===== config.mk =====
export PLATFORM = sky130hd
export DESIGN_NAME = seq_divider32
export DESIGN_NICKNAME = d
export VERILOG_FILES = /design/src/rtl/div_pkg.sv /design/src/rtl/div_trial_sub.sv /design/src/rtl/seq_divider32.sv
export SDC_FILE = /design/constraint.sdc
export NUM_CORES = 1
export LEC_CHECK = 0
export CAP_MARGIN = 40
export CORE_UTILIZATION = 37
export CTS_BUF_LIST = sky130_fd_sc_hd__clkbuf_2 sky130_fd_sc_hd__clkbuf_4 sky130_fd_sc_hd__clkbuf_8
export DETAILED_ROUTE_END_ITERATION = 16
export PLACE_DENSITY = 0.65
export SETUP_SLACK_MARGIN = 0.05
export SLEW_MARGIN = 20
export SYNTH_ARGS = -nofsm -noshare
export SYNTH_HDL_FRONTEND = slang
export SYNTH_SLANG_ARGS = --single-unit

===== constraint.sdc =====
create_clock -name clk -period 3.5 [get_ports clk]
set_input_delay 0.35 -clock clk [delete_from_list [all_inputs] [get_ports clk]]
set_output_delay 0.35 -clock clk [all_outputs]
set_load 0.02 [all_outputs]

===== src/rtl/div_pkg.sv =====
// Shared types and constants for the sequential restoring divider.
package div_pkg;

  localparam int unsigned WIDTH = 32;
  localparam int unsigned CNT_W = 5;

  localparam logic [WIDTH-1:0] DIV0_QUOTIENT = 32'hFFFF_FFFF;

  typedef enum logic [1:0] {
    IDLE = 2'd0,
    RUN  = 2'd1,
    DONE = 2'd2
  } state_t;

  // Two's complement negation when neg is set, pass-through otherwise.
  function automatic logic [WIDTH-1:0] neg_if(input logic [WIDTH-1:0] x, input logic neg);
    return neg ? (WIDTH'(0) - x) : x;
  endfunction

endpackage


===== src/rtl/div_trial_sub.sv =====
// Combinational trial subtract for one restoring-division step.
// Kept separate so the subtractor can later be replaced by the CLA chain.
// The partial remainder MSB is always 0 before the shift (R < 2^k after k
// steps), so only the low WIDTH-1 bits take part in the shift.
module div_trial_sub
  import div_pkg::*;
(
  input  logic [WIDTH-2:0] rem_low,
  input  logic             q_msb,
  input  logic [WIDTH-1:0] divisor,
  output logic [WIDTH-1:0] rem_next,
  output logic             q_lsb,
  output logic             borrow
);

  logic [WIDTH-1:0] shifted;
  logic [WIDTH:0]   trial;

  // Shift in the next dividend bit, subtract, restore on borrow.
  always_comb begin
    shifted  = {rem_low, q_msb};
    trial    = {1'b0, shifted} - {1'b0, divisor};
    borrow   = trial[WIDTH];
    q_lsb    = ~trial[WIDTH];
    rem_next = trial[WIDTH] ? shifted : trial[WIDTH-1:0];
  end

endmodule


===== src/rtl/seq_divider32.sv =====
// 32-bit multi-cycle restoring divider, one quotient bit per clock.
// Optional macro SEQ_DIVIDER_SIGNED_EN adds the sgn input for signed DIV/REM.
module seq_divider32
  import div_pkg::*;
(
  input  logic             clk,
  input  logic             reset,
  input  logic             start,
`ifdef SEQ_DIVIDER_SIGNED_EN
  input  logic             sgn,
`endif
  input  logic [WIDTH-1:0] dividend,
  input  logic [WIDTH-1:0] divisor,
  output logic             busy,
  output logic             done,
  output logic [WIDTH-1:0] quotient,
  output logic [WIDTH-1:0] remainder,
  output logic             div_by_zero
);

  state_t           state_q, state_d;
  logic [WIDTH-1:0] wq_q, wq_d;
  logic [WIDTH-1:0] wr_q, wr_d;
  logic [WIDTH-1:0] wd_q, wd_d;
  logic [CNT_W-1:0] cnt_q, cnt_d;

  logic             res_load;
  logic [WIDTH-1:0] res_quo;
  logic [WIDTH-1:0] res_rem;
  logic             res_dz;

  logic [WIDTH-1:0] mag_a;
  logic [WIDTH-1:0] mag_b;

  logic [WIDTH-1:0] trial_rem;
  logic             trial_qbit;
  logic             borrow_unused;

`ifdef SEQ_DIVIDER_SIGNED_EN
  logic neg_q_q, neg_q_d;
  logic neg_r_q, neg_r_d;
`endif

  div_trial_sub u_trial (
    .rem_low  (wr_q[WIDTH-2:0]),
    .q_msb    (wq_q[WIDTH-1]),
    .divisor  (wd_q),
    .rem_next (trial_rem),
    .q_lsb    (trial_qbit),
    .borrow   (borrow_unused)
  );

  // Operand magnitudes fed to the unsigned core.
  always_comb begin
`ifdef SEQ_DIVIDER_SIGNED_EN
    mag_a = neg_if(dividend, sgn & dividend[WIDTH-1]);
    mag_b = neg_if(divisor,  sgn & divisor[WIDTH-1]);
`else
    mag_a = dividend;
    mag_b = divisor;
`endif
  end

  // Next-state, datapath and result-load logic.
  always_comb begin
    state_d  = state_q;
    wq_d     = wq_q;
    wr_d     = wr_q;
    wd_d     = wd_q;
    cnt_d    = cnt_q;
    res_load = 1'b0;
    res_quo  = quotient;
    res_rem  = remainder;
    res_dz   = div_by_zero;
`ifdef SEQ_DIVIDER_SIGNED_EN
    neg_q_d  = neg_q_q;
    neg_r_d  = neg_r_q;
`endif

    case (state_q)
      RUN: begin
        wq_d  = {wq_q[WIDTH-2:0], trial_qbit};
        wr_d  = trial_rem;
        cnt_d = cnt_q + CNT_W'(1);
        if (cnt_q == CNT_W'(WIDTH - 1)) begin
          state_d  = DONE;
          res_load = 1'b1;
          res_dz   = 1'b0;
`ifdef SEQ_DIVIDER_SIGNED_EN
          res_quo  = neg_if(wq_d, neg_q_q);
          res_rem  = neg_if(wr_d, neg_r_q);
`else
          res_quo  = wq_d;
          res_rem  = wr_d;
`endif
        end
      end
      IDLE, DONE: begin
        state_d = IDLE;
        if (start) begin
          if (divisor == '0) begin
            state_d  = DONE;
            res_load = 1'b1;
            res_quo  = DIV0_QUOTIENT;
            res_rem  = dividend;
            res_dz   = 1'b1;
          end else begin
            state_d = RUN;
            wq_d    = mag_a;
            wr_d    = '0;
            wd_d    = mag_b;
            cnt_d   = '0;
`ifdef SEQ_DIVIDER_SIGNED_EN
            neg_q_d = sgn & (dividend[WIDTH-1] ^ divisor[WIDTH-1]);
            neg_r_d = sgn & dividend[WIDTH-1];
`endif
          end
        end
      end
      default: state_d = IDLE;
    endcase
  end

  // State, working registers and registered outputs.
  always_ff @(posedge clk) begin
    if (reset) begin
      state_q     <= IDLE;
      wq_q        <= '0;
      wr_q        <= '0;
      wd_q        <= '0;
      cnt_q       <= '0;
      busy        <= 1'b0;
      done        <= 1'b0;
      quotient    <= '0;
      remainder   <= '0;
      div_by_zero <= 1'b0;
`ifdef SEQ_DIVIDER_SIGNED_EN
      neg_q_q     <= 1'b0;
      neg_r_q     <= 1'b0;
`endif
    end else begin
      state_q <= state_d;
      wq_q    <= wq_d;
      wr_q    <= wr_d;
      wd_q    <= wd_d;
      cnt_q   <= cnt_d;
      busy    <= (state_d == RUN);
      done    <= (state_d == DONE);
      if (res_load) begin
        quotient    <= res_quo;
        remainder   <= res_rem;
        div_by_zero <= res_dz;
      end
`ifdef SEQ_DIVIDER_SIGNED_EN
      neg_q_q <= neg_q_d;
      neg_r_q <= neg_r_d;
`endif
    end
  end

endmodule


==> summary.md <==
| Metric | Value |
|---|---|
| Status | `complete, no violations` |
| Crit end category | `register` |
| CTS clk-pin slew, worst paths | `0.10 ns` |
| Port buffer count | `133` |
| Critical path, cell by cell | `inv_1 > ha_1 > fa_1 > nand2b_1 > a21o_1 > a211oi_2 > o211ai_1 > a21bo_1 > and3_2 > buf_4 > a22oi_1 > a311oi_1` |
| Drt first pass iters | `5` |
| Fin Setup TNS | `0 ns` |
| Hold_sp | `reset` |
| Final setup viols | `0` |
| Maximum clock rate | `309.4 MHz` |
| Top cell type's share of synthesized area | `between 30% and 40%` |
| Storage element area | `about 3400 um2` |
| Core Region | `~23000 um2` |
| Crit-path leading delay family | `compound AO/OA/AOI/OAI gates` |
| Max cap viols | `0` |
| Max-slew violations | `0` |
| First-pass GRT wire length | `41610 um` |
| DP HPWL | `just under 20000 um` |
| Initial antenna violation count | `0` |
| Clock root buffer | `clkbuf_8` |
| # nets final | `~1300` |
| CTS Hold Buffers Added | `0` |
| Setup WS post-layout | `between 0.2 and 0.3 ns` |
| Total number of vias | `8339` |
| Worst stage delay on the critical path | `around 0.38 ns` |
| Ports | `between 100 and 150` |
| H-tree lvl count | `4` |
| Synth area leaders | `dfxtp_1 39%, nand2_1 8.4%, nor2_1 5.6%` |
| CTS Buf Count | `17` |
| CTS tree | `built` |
| Die X | `~160 um` |
| Register bit count reported by yosys | `169` |
| YS warnings | `0` |
| Initial core utilization | `a little under two fifths` |
| Largest net degree at the start of global routing | `between 80 and 90` |
| RSZ-0062 raised after global routing | `false` |
| Async SR Flop Fraction | `0%` |
| Critical Path RT | `roughly 3.9 ns` |
| Post-route ant nets | `0` |
| N_diodes | `0` |
| Multi-input logic area | `roughly 5000 um2` |
| Most common cell in the netlist | `nand2_1` |
| Final clock skew | `~0.02 ns` |
| Synth top cells by count | `196 x nand2_1, 169 x dfxtp_1, 131 x nor2_1` |
| CP arrival | `~3.6 ns` |
| R2R depth | `12` |
| Longest Clk Path Bufs | `2` |
| Post-synth EDFFs | `0` |
| Gpl congestion | `between 0.8 and 0.9` |
| Total GRT Usage | `a little over a fifth` |
| Seq/Total Area, Yosys | `38.52%` |
| Power, Total | `roughly 5.1 mW` |
| Grt ovf | `0` |
| Mapped Area | `about 8800 um2` |
| Pre-CTS WS | `0.2573 ns` |
| Post-Syn Area per Cell | `7.863 um2` |
| Yosys cell types | `59` |
| Fillers | `2371` |
| Placed Cells | `roughly 1500` |
| Post-route DRC | `0` |
| Skew-Pair Late Insertion Delay | `between 0.4 and 0.5 ns` |
| HP Class | `input pin to register` |
| Hold worst-path end | `state_q[1]$_SDFF_PP0_` |
| DRT Wirelength | `~26000 um` |
| Reg2reg setup slack | `~0.27 ns` |
| Final Cycle Share | `92.34%` |
| Die area | `24360 um2` |
| Max_slew headroom | `52.66%` |
| Fin crit period | `between 3 and 4 ns` |
| DRT iter0 DRCs | `550` |
| Slew @ Worst Pin | `0.7101 ns` |
| Crit-path max FO | `13` |
| Worst Setup Path Type | `register to register` |
| Die height | `156.1 um` |
| Share of layout cells above drive strength 1 | `under 10%` |
| Power Density | `around 480 nW/um2` |
| Final Hold Fails | `0` |
| WP buf/inv | `2` |
| Reg2reg start | `wq_q[31]$_SDFFE_PP0P_` |
| CTS sink cnt | `between 150 and 200` |
| Row count | `56` |
| Static Leak | `around 3.8 nW` |
| Hold path cells | `2` |
| Cells after synthesis | `roughly 1100` |
| Post-DR wirelength/cell | `approximately 17 um` |
| Synth Net Count | `~1200` |
| Critical path's slowest cell | `fa_1` |
| Cell taking the most area after synthesis | `dfxtp_1` |
| Top FF cell, synth | `dfxtp_1` |
| Vias/cell | `~5.4` |
| Peak supply drop | `~0.00027 V` |
| FF-to-FF End | `remainder[5]$_SDFFE_PP0P_` |
| Area grow syn2layout | `22.79%` |
| Startpoint types | `register` |
| Final Non-Filler Cells | `about 1500` |
| Vias in the first global route | `around 8000` |
==> flip-flops by register name, indices dropped and copies added, names as in the netlist <==
register / count
quotient: 32
remainder: 32
wd_q: 32
wq_q: 32
wr_q: 31
cnt_q: 5
state_q: 2
busy: 1
div_by_zero: 1
done: 1
==> metrics by stage <==
stage                     util (%)  instance area, um2  hold WS, ns
after detailed placement     44.39               10390       0.4463
after floorplan                  -                8783       0.4363
final                        46.09               10790       0.4184
after global routing         46.09               10790       0.4186
after CTS                    46.08               10780       0.4033
after global placement       44.39               10390       0.4443
==> layout make-up <==
cell class / count / share of cell area (%)
Sequential cell: 169 / 31.38
Multi-Input combinational cell: 827 / 45.36
Tap cell: 319 / 3.701
Timing Repair Buffer: 158 / 14.52
Inverter: 39 / 1.357
Clock buffer: 17 / 2.169
Clock inverter: 15 / 1.508
==> kinds of logic (layout without fill, tap and decap cells) <==
kind of cell / Yosys count / in the layout / synth area share (%)
buffers and inverters: 121 / 229 / 5.969
and+or+nand+nor: 456 / 456 / 22.72
xor gates and xnor gates: 22 / 22 / 2.194
adders and majority gates: 36 / 36 / 5.214
muxes: 6 / 6 / 0.7407
DFF: 169 / 169 / 38.52
AOI/OAI and AO/OA: 307 / 307 / 24.64
==> report_power, final <==
part / internal [mW] / switching, mW
sequential: 2.03 / 0.0959
clock: 0.594 / 0.829
combinational: 0.633 / 0.967
total: 3.26 / 1.89
==> what timing repair did <==
action / CTS / global route
gates resized for setup: 0 / 1
setup buffers: 0 / 0
setup endpoints to repair: 0 / 19
==> layout by cell type, fill, tap and decap left out, types with 22 or more instances in the layout <==
master           count
buf_4               22
nand2b_1            33
nand2_1            194
o21ai_0             24
dfxtp_1            168
nor3_1              25
a211oi_1            49
inv_1               39
a31oi_1             43
ha_1                35
a21oi_1             79
a311oi_1            45
clkdlybuf4s50_1    132
nor2_1             131
==> how the worst max path moves through the flow <==
stage	start	endpoint	slack, ns	depth (start not counted)
after floorplan	wq_q[31]$_SDFFE_PP0P_	remainder[29]$_SDFFE_PP0P_	0.67	13
after global placement	wq_q[31]$_SDFFE_PP0P_	remainder[6]$_SDFFE_PP0P_	0.35	12
after detailed placement	wq_q[31]$_SDFFE_PP0P_	remainder[5]$_SDFFE_PP0P_	0.26	12
after CTS	wq_q[31]$_SDFFE_PP0P_	remainder[5]$_SDFFE_PP0P_	0.23	12
after global routing	wq_q[31]$_SDFFE_PP0P_	remainder[6]$_SDFFE_PP0P_	0.05	12
final	wq_q[31]$_SDFFE_PP0P_	remainder[5]$_SDFFE_PP0P_	0.27	12
==> layer usage <==
metal  track usage (%)  up-vias  part of all wire, %
met1             27.69     3906                   46
li1                  -     4179                    -
met5                 0        -                    0
met3             4.167       36                  4.5
met2             37.03      218                   48
met4             6.256        0                  2.2
Note: power is estimated with default switching activity, not from simulation.
